**src/rtl/pipo_reg_bank.sv**
```systemverilog
// pipo_reg_bank: DEPTH x N register bank with one in-place-op
// write port, two combinational read ports and a carry flag.
module pipo_reg_bank #(
    parameter  int N     = 4,
    parameter  int DEPTH = 4,
    localparam int AW    = (DEPTH > 1) ? $clog2(DEPTH) : 1
) (
    input  logic          Clock,
    input  logic          Clear,
    input  logic          WE,
    input  logic [AW-1:0] WA,
    input  logic [2:0]    Op,
    input  logic [N-1:0]  D,
    input  logic          SI,
    input  logic [AW-1:0] RA,
    input  logic [AW-1:0] RB,
    output logic [N-1:0]  QA,
    output logic [N-1:0]  QB,
    output logic          CO
);

    typedef enum logic [2:0] {
        OP_HOLD = 3'b000,
        OP_LOAD = 3'b001,
        OP_CLR  = 3'b010,
        OP_SHL  = 3'b011,
        OP_SHR  = 3'b100,
        OP_ROL  = 3'b101,
        OP_INC  = 3'b110,
        OP_DEC  = 3'b111
    } op_e;

    localparam logic [N:0] ONE = (N+1)'(1);

    logic [N-1:0] r_q [DEPTH];
    logic         co_q;
    logic [N-1:0] r_d;
    logic         co_d;
    logic         wr;
    logic [N-1:0] cur;
    logic [N:0]   sum;
    logic         wa_ok;
    logic         ra_ok;
    logic         rb_ok;
    op_e          op;

    assign op = op_e'(Op);

    // Addresses beyond DEPTH exist only for non-power-of-2 banks.
    if (DEPTH == (1 << AW)) begin : g_pow2
        assign wa_ok = 1'b1;
        assign ra_ok = 1'b1;
        assign rb_ok = 1'b1;
    end else begin : g_npow2
        assign wa_ok = (32'(WA) < DEPTH);
        assign ra_ok = (32'(RA) < DEPTH);
        assign rb_ok = (32'(RB) < DEPTH);
    end

    // Old value of the addressed register (0 when out of range).
    always_comb begin
        cur = '0;
        if (wa_ok) cur = r_q[WA];
    end

    // Next value of the addressed register and of the carry flag.
    always_comb begin
        r_d  = cur;
        co_d = co_q;
        wr   = 1'b0;
        sum  = '0;
        if (WE && wa_ok) begin
            wr = 1'b1;
            unique case (op)
                OP_HOLD: wr = 1'b0;
                OP_LOAD: begin
                    r_d  = D;
                    co_d = 1'b0;
                end
                OP_CLR: begin
                    r_d  = '0;
                    co_d = 1'b0;
                end
                OP_SHL: begin
                    r_d  = {cur[N-2:0], SI};
                    co_d = cur[N-1];
                end
                OP_SHR: begin
                    r_d  = {SI, cur[N-1:1]};
                    co_d = cur[0];
                end
                OP_ROL: begin
                    r_d  = {cur[N-2:0], cur[N-1]};
                    co_d = cur[N-1];
                end
                OP_INC: begin
                    sum  = {1'b0, cur} + ONE;
                    r_d  = sum[N-1:0];
                    co_d = sum[N];
                end
                OP_DEC: begin
                    sum  = {1'b0, cur} - ONE;
                    r_d  = sum[N-1:0];
                    co_d = sum[N];
                end
                default: wr = 1'b0;
            endcase
        end
    end

    // State updates on the falling edge; Clear wipes everything at once.
    always_ff @(negedge Clock or negedge Clear) begin
        if (!Clear) begin
            for (int i = 0; i < DEPTH; i++) r_q[i] <= '0;
            co_q <= 1'b0;
        end else begin
            if (wr) r_q[WA] <= r_d;
            co_q <= co_d;
        end
    end

    assign QA = ra_ok ? r_q[RA] : '0;
    assign QB = rb_ok ? r_q[RB] : '0;
    assign CO = co_q;

endmodule
```
**config.mk**
```make
export PLATFORM = sky130hd
export DESIGN_NAME = pipo_reg_bank
export DESIGN_NICKNAME = d
export VERILOG_FILES = /design/src/rtl/pipo_reg_bank.sv
export SDC_FILE = /design/constraint.sdc
export NUM_CORES = 1
export LEC_CHECK = 0
export CORE_MARGIN = 1
export CORE_UTILIZATION = 45
export CTS_BUF_LIST = sky130_fd_sc_hd__clkbuf_16
export DETAILED_ROUTE_END_ITERATION = 7
export MAX_ROUTING_LAYER = met4
export PLACE_DENSITY = 0.71
export RECOVER_POWER = 25
export SLEW_MARGIN = 25
export SYNTH_ARGS = -nofsm -noshare
export SYNTH_HDL_FRONTEND = slang
export SYNTH_SLANG_ARGS = --single-unit
```
**constraint.sdc**
```tcl
create_clock -name Clock -period 2.2 [get_ports Clock]
set_input_delay 0.44 -clock Clock [delete_from_list [all_inputs] [get_ports Clock]]
set_output_delay 0.44 -clock Clock [all_outputs]
set_load 0.05 [all_outputs]
```
==> results.txt, run 1 <==
# rows: 19
die area: 3195 sq um
Post-CTS Hold Buffers: 0
synth warn: 0
Power Density: 879.4 nW/um^2
crit-path leading delay family: multiplexers
worst hold start: CO$_DFFE_NN0P_
synth unique cells: 39
status: finished with violations
CP Launch Type: input port
fin area: 2268 sq um
syn nets: 136
critical path endpoint category: flop
worst path bufs/invs: 3
clock latency at the later pin of the worst-skew pair: 0.28 ns
Pleak: 1.007 nW
VDD IR max: 0.7359 mV
Post-Synthesis Cells: 117
Yosys top cell area share: 31.81%
first-pass GRT wire length: 7231 microns
vias in the first global route: 1434
Slew @ Worst Pin: 0.5047 ns
ANT nets after route: 0
Final WS setup: -0.9768 ns
Fin. Hold Viols: 0
syn_area_per_cell: 11.43 sq um
prevailing post-synth register cell: dfrtn_1
Placed Area: 1954 sq um
Root Driver: clkbuf_16
Finish-stage setup viols: 26
final wirelength: 5093 microns
CP max stage delay: 0.58 ns
Core Region: 2781 sq um
CTS tree: yes
I/O Buffers: 25
Ports: 26
CTS Sinks: 17
H-tree levels: 1
DR WL/cell: 21.95 microns
1st-iter DRT viols: 67
CP startpoint: WA[0]
Synth area leaders: dfrtn_1, mux4_2, mux2_2
initial core utilization: 48.09%
max-slew violation count: 0
Remaining Overflow, GRT: 0
1st-pass router iterations: 4
Post-synth top cells: dfrtn_1, mux4_2, nor2_1
worst hold path type: reg -> reg
Die Span X: 56.52 microns
sequential fraction of the synthesis area: 31.81%
most instantiated library cell after synthesis: dfrtn_1
Slowest cell on crit path: mux4_2
Clk pin slew, worst setup/hold paths: 0.04 ns
Final Util: 81.56%
gpl congestion: 0.8729
share of cells above drive strength 1: 58.21%
Worst R2R Start: r_q[12]$_DFFE_NN0P_
failing checks: setup timing
largest net degree at the start of global routing: 18
Post-synth EDFFs: 0
DRC: 0
slew margin rel.: 66.17%
HPWL after DPL: 3040 microns
Layout area overhead: 69.60%
Num CTS Buffers: 3
RSZ-0062 raised after global routing: true
synthesized area: 1338 sq um
MaxCap Viol Count: 0
GRT Total Usage: 31.28%
async set-reset flop share out of synthesis: 100.0%
vias: 1411
initial antenna violation count: 0
CTS Buffer Depth: 2
Worst Path Class, Setup: in -> reg
Nets: 221
vias per cell: 6.082
Chip Height: 56.52 microns
crit path cell chain: buf_12, mux4_2, inv_2, ha_4, xnor2_2, o211ai_1, a211oi_2, buf_4, a31oi_1
Seq cells post-synth: 17
critical path peak fanout: 5
worst-case clock skew: 0.001198 ns
top cell type by total area after synthesis: dfrtn_1
data required time of the worst path: 1.21 ns
arrival time worst endpoint: 2.18 ns
Ant. Diodes: 0
## metal layers
layer  GRT usage [%]  part of all wire [%]  wire [microns]
met1           36.82                    37            1900
met3           3.687                   5.2             266
met5               -                     0               0
met4           13.59                   6.1             310
met2           53.78                    51            2615
## path summary, 6_finish.rpt
| path | to | slack (ns) | cells after the start |
|---|---|---|---|
| worst max-delay path | r_q[9]$_DFFE_NN0P_ | -0.98 | 9 |
| worst min-delay path | CO$_DFFE_NN0P_ | 0.51 | 1 |
| worst max register to register | r_q[9]$_DFFE_NN0P_ | -0.21 | 10 |
| worst min register to register | CO$_DFFE_NN0P_ | 0.51 | 1 |
| max in group asynchronous | r_q[13]$_DFFE_NN0P_ | 0.23 | 2 |
| min in group asynchronous | r_q[11]$_DFFE_NN0P_ | 1.62 | 2 |
## cells by family (layout without fill, tap and decap cells)
group | after synthesis | in the layout | synth area share (%)
buf+inv | 13 | 97 | 6.361
mux | 24 | 24 | 29.93
fa+ha+maj | 2 | 2 | 1.871
simple gates | 33 | 33 | 14.03
flops | 17 | 17 | 31.81
compound gates | 26 | 26 | 14.69
xor+xnor | 2 | 2 | 1.310
## final cells by class
class	instances	area, sq um
inverters	7	26.28
fillers	155	513.0
well taps	31	38.79
repair buffers	86	745.7
clock buffers	3	75.07
clock inverters	1	5.005
flip-flops and latches	17	425.4
multi-input cells	87	952.2
## report_power, final
part           internal, mW  switching [mW]  leakage, nW
Combinational         0.590           0.566        0.774
Sequential            0.399          0.0788        0.192
Clock                 0.243           0.118       0.0409
Total                  1.23           0.763         1.01
## flip-flops by register name (all words and copies together) (netlist names)
signal  count
r_q        16
CO          1
## cells in the final DEF (no fill, tap or decap), types with 2 or more instances in the layout
master           synthesis  final
mux2_2                   8      4
buf_4                    1     57
dlygate4sd2_1            0      2
mux2_4                   0      4
dfrtn_1                 17     17
o21ai_1                  5      2
nand2_1                  8      8
nor3_2                   0      2
nor2_1                   9      9
inv_1                    7      5
mux4_2                  12     12
ha_4                     0      2
and3b_1                  2      2
o31ai_1                  4      4
clkdlybuf4s50_1          0     11
inv_2                    0      2
clkbuf_16                0      3
nand2b_1                 2      2
buf_12                   0      2
buf_6                    3     11
mux2i_1                  4      3
a21oi_1                  3      3
o21ai_2                  0      3
nand3_1                  3      3
## repair_timing
action,4_1_cts,5_1_grt
setup buffers,6,10
pin swaps,9,9
resized for setup,30,12
hold endpoints to repair,0,0
setup endpoints to repair,26,26
## worst register-to-register path, stage by stage (launching register included)
cell and delay, ns:
dfrtn_1 0.36, buf_4 0.14, buf_4 0.13, mux4_2 0.54, inv_2 0.12, ha_4 0.21, xnor2_2 0.13, o211ai_1 0.16
a211oi_2 0.17, buf_4 0.18, a31oi_1 0.10
## metrics by stage
| stage | total power [mW] | setup slack, ns | cells | hold WS, ns | setup TNS (ns) |
|---|---|---|---|---|---|
| CTS | 1.871 | -0.9051 | 224 | 0.5139 | -19.44 |
| detailed placement | 1.382 | -1.760 | 215 | 0.5101 | -31.43 |
| floorplan | 1.005 | -1.109 | 117 | 0.4439 | -18.91 |
| finish | 1.995 | -0.9768 | 232 | 0.5119 | -20.38 |
| global placement | 1.350 | -1.710 | 215 | 0.5026 | -30.33 |
| global route | 2.061 | -1.028 | 232 | 0.5287 | -21.40 |
Power figures use the tool's default switching activity.
==> inputs of run 2 (changes only) <==
- CTS_CLUSTER_DIAMETER: not set -> 200
- PLACE_DENSITY: 0.71 -> 0.76
==> run 2 against run 1 <==
Routed wire length is 6.3% higher. Non-clock buffer count is 3 higher. Die area stayed put. Sequential share of layout area is 0.18 points lower. Combinational power hardly changed. Worst hold slack better by 0.035 ns. The flow still finishes with violations (setup timing). Final cell count is 1.3% higher. Clock skew is 0.0016 ns higher. Via count is 2.6% higher.
==> results.txt, run 2 (synthesis results as in run 1) <==
Finish-stage setup viols: 26
initial core utilization: 48.09%
CP Launch Type: input port
crit path cell chain: buf_12, mux4_2, ha_4, mux2i_1, xor2_1, o221ai_2, mux2_4
Placed Area: 1954 sq um
Core Region: 2781 sq um
Reg power frac: 23.8%
data required time of the worst path: 1.22 ns
vias in the first global route: 1481
1st-pass router iterations: 5
Post-CTS Hold Buffers: 0
cell count along the critical path: 7
final wirelength: 5416 microns
arrival time worst endpoint: 2.27 ns
H-tree levels: 1
Clk pin slew, worst setup/hold paths: 0.04 ns
MaxCap Viol Count: 0
Fin. Hold Viols: 0
Slew @ Worst Pin: 0.6548 ns
Fin Setup TNS: -21.07 ns
Psw: 0.7944 mW
max-slew violation count: 0
DR WL/cell: 23.05 microns
status: finished with violations
M1 wire length: 1948 microns
Layout area overhead: 71.28%
hold slack: 0.5472 ns
DRC: 0
top routing layer in use: met4
sw frac: 38.99%
initial antenna violation count: 0
Power Density: 889.4 nW/um^2
Num CTS Buffers: 3
1st-iter DRT viols: 92
Die Span X: 56.52 microns
CTS tree: yes
VDD IR max: 1.148 mV
Final WS setup: -1.048 ns
Placed Cells: 215
ANT nets after route: 0
met2 wire len: 2870 microns
HPWL after DPL: 3117 microns
first-pass GRT wire length: 7210 microns
Root Driver: clkbuf_16
clock latency at the later pin of the worst-skew pair: 0.28 ns
Reg with most FFs: r_q
vias: 1448
I/O Buffers: 25
multi-input logic area: 938.4 sq um
Chip Height: 56.52 microns
commonest non-fill, non-tap cell in the layout: buf_4
Filler cells: 150
hold depth: 1
failing checks: setup timing
RSZ-0062 raised after global routing: true
Final Util: 82.37%
Worst Path Class, Setup: in -> reg
Worst R2R Start: r_q[5]$_DFFE_NN0P_
worst-case clock skew: 0.002815 ns
FF+latch area: 425.4 sq um
CP startpoint: WA[0]
slew margin rel.: 56.01%
CTS Sinks: 17
crit-path leading delay family: multiplexers
Comb pwr share: 58.4%
worst hold path type: reg -> reg
share of cells above drive strength 1: 58.82%
most frequent cells in the layout: buf_4, dfrtn_1, mux4_2, clkdlybuf4s50_1, buf_6
P_int: 1.243 mW
reg2reg path depth: 9
Slowest cell on crit path: mux4_2
# rows: 19
critical path endpoint category: flop
Ports: 26
clock group share of total power: 17.8%
worst path bufs/invs: 1
CP max stage delay: 0.60 ns
Ant. Diodes: 0
GRT Total Usage: 31.34%
vias per cell: 6.162
final std cells w/o fill: 235
largest net degree at the start of global routing: 18
Largest register FFs: 16
die area: 3195 sq um
Pleak: 1.033 nW
critical path peak fanout: 4
met3 routed WL: 464 microns
fin area: 2291 sq um
gpl congestion: 0.9239
Remaining Overflow, GRT: 0
Nets: 224
worst hold start: r_q[15]$_DFFE_NN0P_
CTS Buffer Depth: 2
-- run 2: cell count changes in the layout (fill, tap and decap cells not counted), moves of 2 or more --
cell           change
nand2_1            -2
nand2_2            +2
dlygate4sd2_1      -2
nor3_1             +2
nor3_2             -2
a21oi_2            +2
a21oi_1            -2
-- run 2: area by class of cell --
class / count / share of cell area (%)
clock buffer: 3 / 3.277
sequential: 17 / 18.57
tap: 31 / 1.693
timing repair buffer: 89 / 34.19
multi-input combinational: 87 / 40.96
inverter: 7 / 1.147
clock inverter: 1 / 0.1638
-- run 2: worst paths after layout --
kind                                             to  slack [ns]
worst min register to register  r_q[15]$_DFFE_NN0P_        0.55
worst max register to register   r_q[6]$_DFFE_NN0P_       -0.43
worst min-delay path            r_q[15]$_DFFE_NN0P_        0.55
worst max-delay path             r_q[6]$_DFFE_NN0P_       -1.05
min in group asynchronous        r_q[6]$_DFFE_NN0P_        1.64
max in group asynchronous        r_q[5]$_DFFE_NN0P_        0.22
-- run 2: power by group through the flow --
| stage | clock, mW | sequential (mW) | combinational, mW |
|---|---|---|---|
| after global routing | 0.383 | 0.488 | 1.24 |
| after global placement | 0 | 0.461 | 0.879 |
| after detailed placement | 0 | 0.476 | 0.906 |
| after CTS | 0.359 | 0.468 | 1.05 |
| after floorplan | 0 | 0.462 | 0.543 |
| final | 0.363 | 0.485 | 1.19 |
-- run 2: layer usage --
layer / vias to the layer above / global-route usage [%]
li1: 627 / -
met1: 688 / 33.84
met2: 116 / 56.30
met3: 17 / 5.300
met4: 0 / 13.24
met5: - / -
-- run 2: repair_timing --
item | 4_1_cts | 5_1_grt
hold endpoints to repair | 0 | 0
setup buffers | 7 | 9
pin swaps | 6 | 13
setup endpoints to repair | 26 | 26
resized for setup | 25 | 17
-- run 2: worst register-to-register path: cells and delay by family, from the launching register on --
kind                     cells  cell delay [ns]
adder cells (fa/ha/maj)      1             0.21
flip-flops                   1             0.36
AO/OA/AOI/OAI                1             0.18
multiplexers                 3             1.09
XOR/XNOR                     1             0.23
buffers and inverters        3             0.41
-- run 2: through the flow --
step	worst slack, ns	total power, mW
2_1_floorplan	-1.109	1.005
6_report	-1.048	2.038
4_1_cts	-0.9160	1.879
3_5_place_dp	-1.746	1.382
5_1_grt	-1.102	2.107
3_3_place_gp	-1.688	1.340
==> inputs of run 3 (changes only) <==
- GPL_TIMING_DRIVEN: not set -> 0
==> run 3 against run 2 <==
The flow still finishes with violations (setup timing). Clock power is 3% lower. Core utilization down 11 points. Sequential share of layout area grew 2.9 points. Critical endpoint is now r_q[15]$_DFFE_NN0P_.
==> results.txt, run 3 (synthesis results as in run 1) <==
R2R Setup Slk: 0.03 ns
I/O Buffers: 23
CP startpoint: WA[0]
Worst R2R Start: r_q[0]$_DFFE_NN0P_
largest net degree at the start of global routing: 18
CTS Buffer Depth: 2
worst hold start: CO$_DFFE_NN0P_
Pleak: 0.8260 nW
H-tree levels: 1
Hold EP: CO$_DFFE_NN0P_
MaxCap Viol Count: 0
Ant. Diodes: 0
# rows: 19
Fin. Hold Viols: 0
gpl congestion: 0.8224
Num CTS Buffers: 3
arrival time worst endpoint: 2.18 ns
Chip Height: 56.52 microns
worst hold path type: reg -> reg
DRC: 0
Ports: 26
slew margin rel.: 39.73%
critical path endpoint category: flop
Reg with most FFs: r_q
worst path bufs/invs: 3
CTS Sinks: 17
worst-case clock skew: 0.002205 ns
ANT nets after route: 0
clock latency at the later pin of the worst-skew pair: 0.28 ns
failing checks: setup timing
Post-CTS Hold Buffers: 0
critical path peak fanout: 4
share of cells above drive strength 1: 47.17%
DR WL/cell: 19.51 microns
CTS tree: yes
first-pass GRT wire length: 6044 microns
Nets: 179
FF+latch area: 425.4 sq um
Final WS setup: -0.9615 ns
reg2reg path depth: 7
Filler cells: 210
HPWL after DPL: 2400 microns
Clk pin slew, worst setup/hold paths: 0.04 ns
hold slack: 0.4618 ns
1st-pass router iterations: 4
final wirelength: 3707 microns
initial core utilization: 48.09%
cell mode on critical path: buf_4
crit path cell chain: buf_12, mux4_2, buf_4, buf_4, and4b_4, o21ai_4, o311ai_4, mux2_2
most frequent cells in the layout: dfrtn_1, buf_4, mux4_2, buf_6, clkdlybuf4s50_1
Die Span X: 56.52 microns
commonest non-fill, non-tap cell in the layout: dfrtn_1
crit-path leading delay family: multiplexers
Root Driver: clkbuf_16
die area: 3195 sq um
Core Region: 2781 sq um
initial antenna violation count: 0
Largest register FFs: 16
status: finished with violations
vias: 1199
hold depth: 1
vias in the first global route: 1265
1st-iter DRT viols: 21
Slowest cell on crit path: mux4_2
Layout area overhead: 47.99%
RSZ-0062 raised after global routing: true
Worst Path Class, Setup: in -> reg
Slew @ Worst Pin: 0.9040 ns
vias per cell: 6.311
CP Launch Type: input port
CP max stage delay: 0.58 ns
max-slew violation count: 0
reg2reg end: r_q[15]$_DFFE_NN0P_
Remaining Overflow, GRT: 0
worst slack at placement: -1.403 ns
data required time of the worst path: 1.22 ns
multi-input logic area: 967.2 sq um
GRT Total Usage: 25.66%
Power Density: 900.0 nW/um^2
VDD IR max: 0.7150 mV
Final Power: 1.781 mW
Finish-stage setup viols: 26
## run 3: worst max path at each step
stage,endpoint,depth (start not counted)
floorplan,r_q[10]$_DFFE_NN0P_,7
global placement,r_q[5]$_DFFE_NN0P_,8
detailed placement,r_q[5]$_DFFE_NN0P_,8
CTS,r_q[1]$_DFFE_NN0P_,9
global route,r_q[5]$_DFFE_NN0P_,9
finish,r_q[15]$_DFFE_NN0P_,8
## run 3: layout make-up
cell class	count	share of cell area (%)
Multi-Input combinational cell	87	48.86
Clock buffer	3	3.793
Buffer	6	4.109
Clock inverter	1	0.1896
Tap cell	31	1.960
Inverter	7	1.327
Sequential cell	17	21.49
Timing Repair Buffer	38	18.27
## run 3: worst register-to-register path, stage by stage (launching register included)
cell,delay (ns)
dfrtn_1,0.37
mux4_2,0.57
buf_4,0.18
buf_4,0.14
and4b_4,0.21
o21ai_4,0.14
o311ai_4,0.13
mux2_2,0.28
## run 3: timing repair
item | in CTS | in global routing
buffers inserted | 13 | 2
resized for setup | 78 | 14
pin swaps | 9 | 3
setup endpoints to repair | 26 | 43
## run 3: per-layer routing
layer / global-route usage, % / wire [microns]
met1: 32.01 / 1407
met2: 43.70 / 1961
met3: 2.995 / 243
met4: 8.014 / 94
met5: - / 0
## run 3: report_power, final
group	leakage (nW)	switching, mW	total [mW]	internal [mW]
Sequential	0.192	0.0769	0.476	0.400
Combinational	0.592	0.494	0.953	0.458
Clock	0.0423	0.112	0.352	0.241
Total	0.826	0.683	1.78	1.10
## run 3: through the flow
| stage | TNS, ns | util [%] | std cells | instance area (sq um) |
|---|---|---|---|---|
| 2_1_floorplan | -18.91 | - | 117 | 1370 |
| 3_3_place_gp | -32.22 | 58.93 | 171 | 1639 |
| 3_5_place_dp | -33.67 | 58.93 | 171 | 1639 |
| 4_1_cts | -19.54 | 68.92 | 188 | 1917 |
| 5_1_grt | -21.20 | 71.17 | 190 | 1979 |
| 6_report | -19.93 | 71.17 | 190 | 1979 |
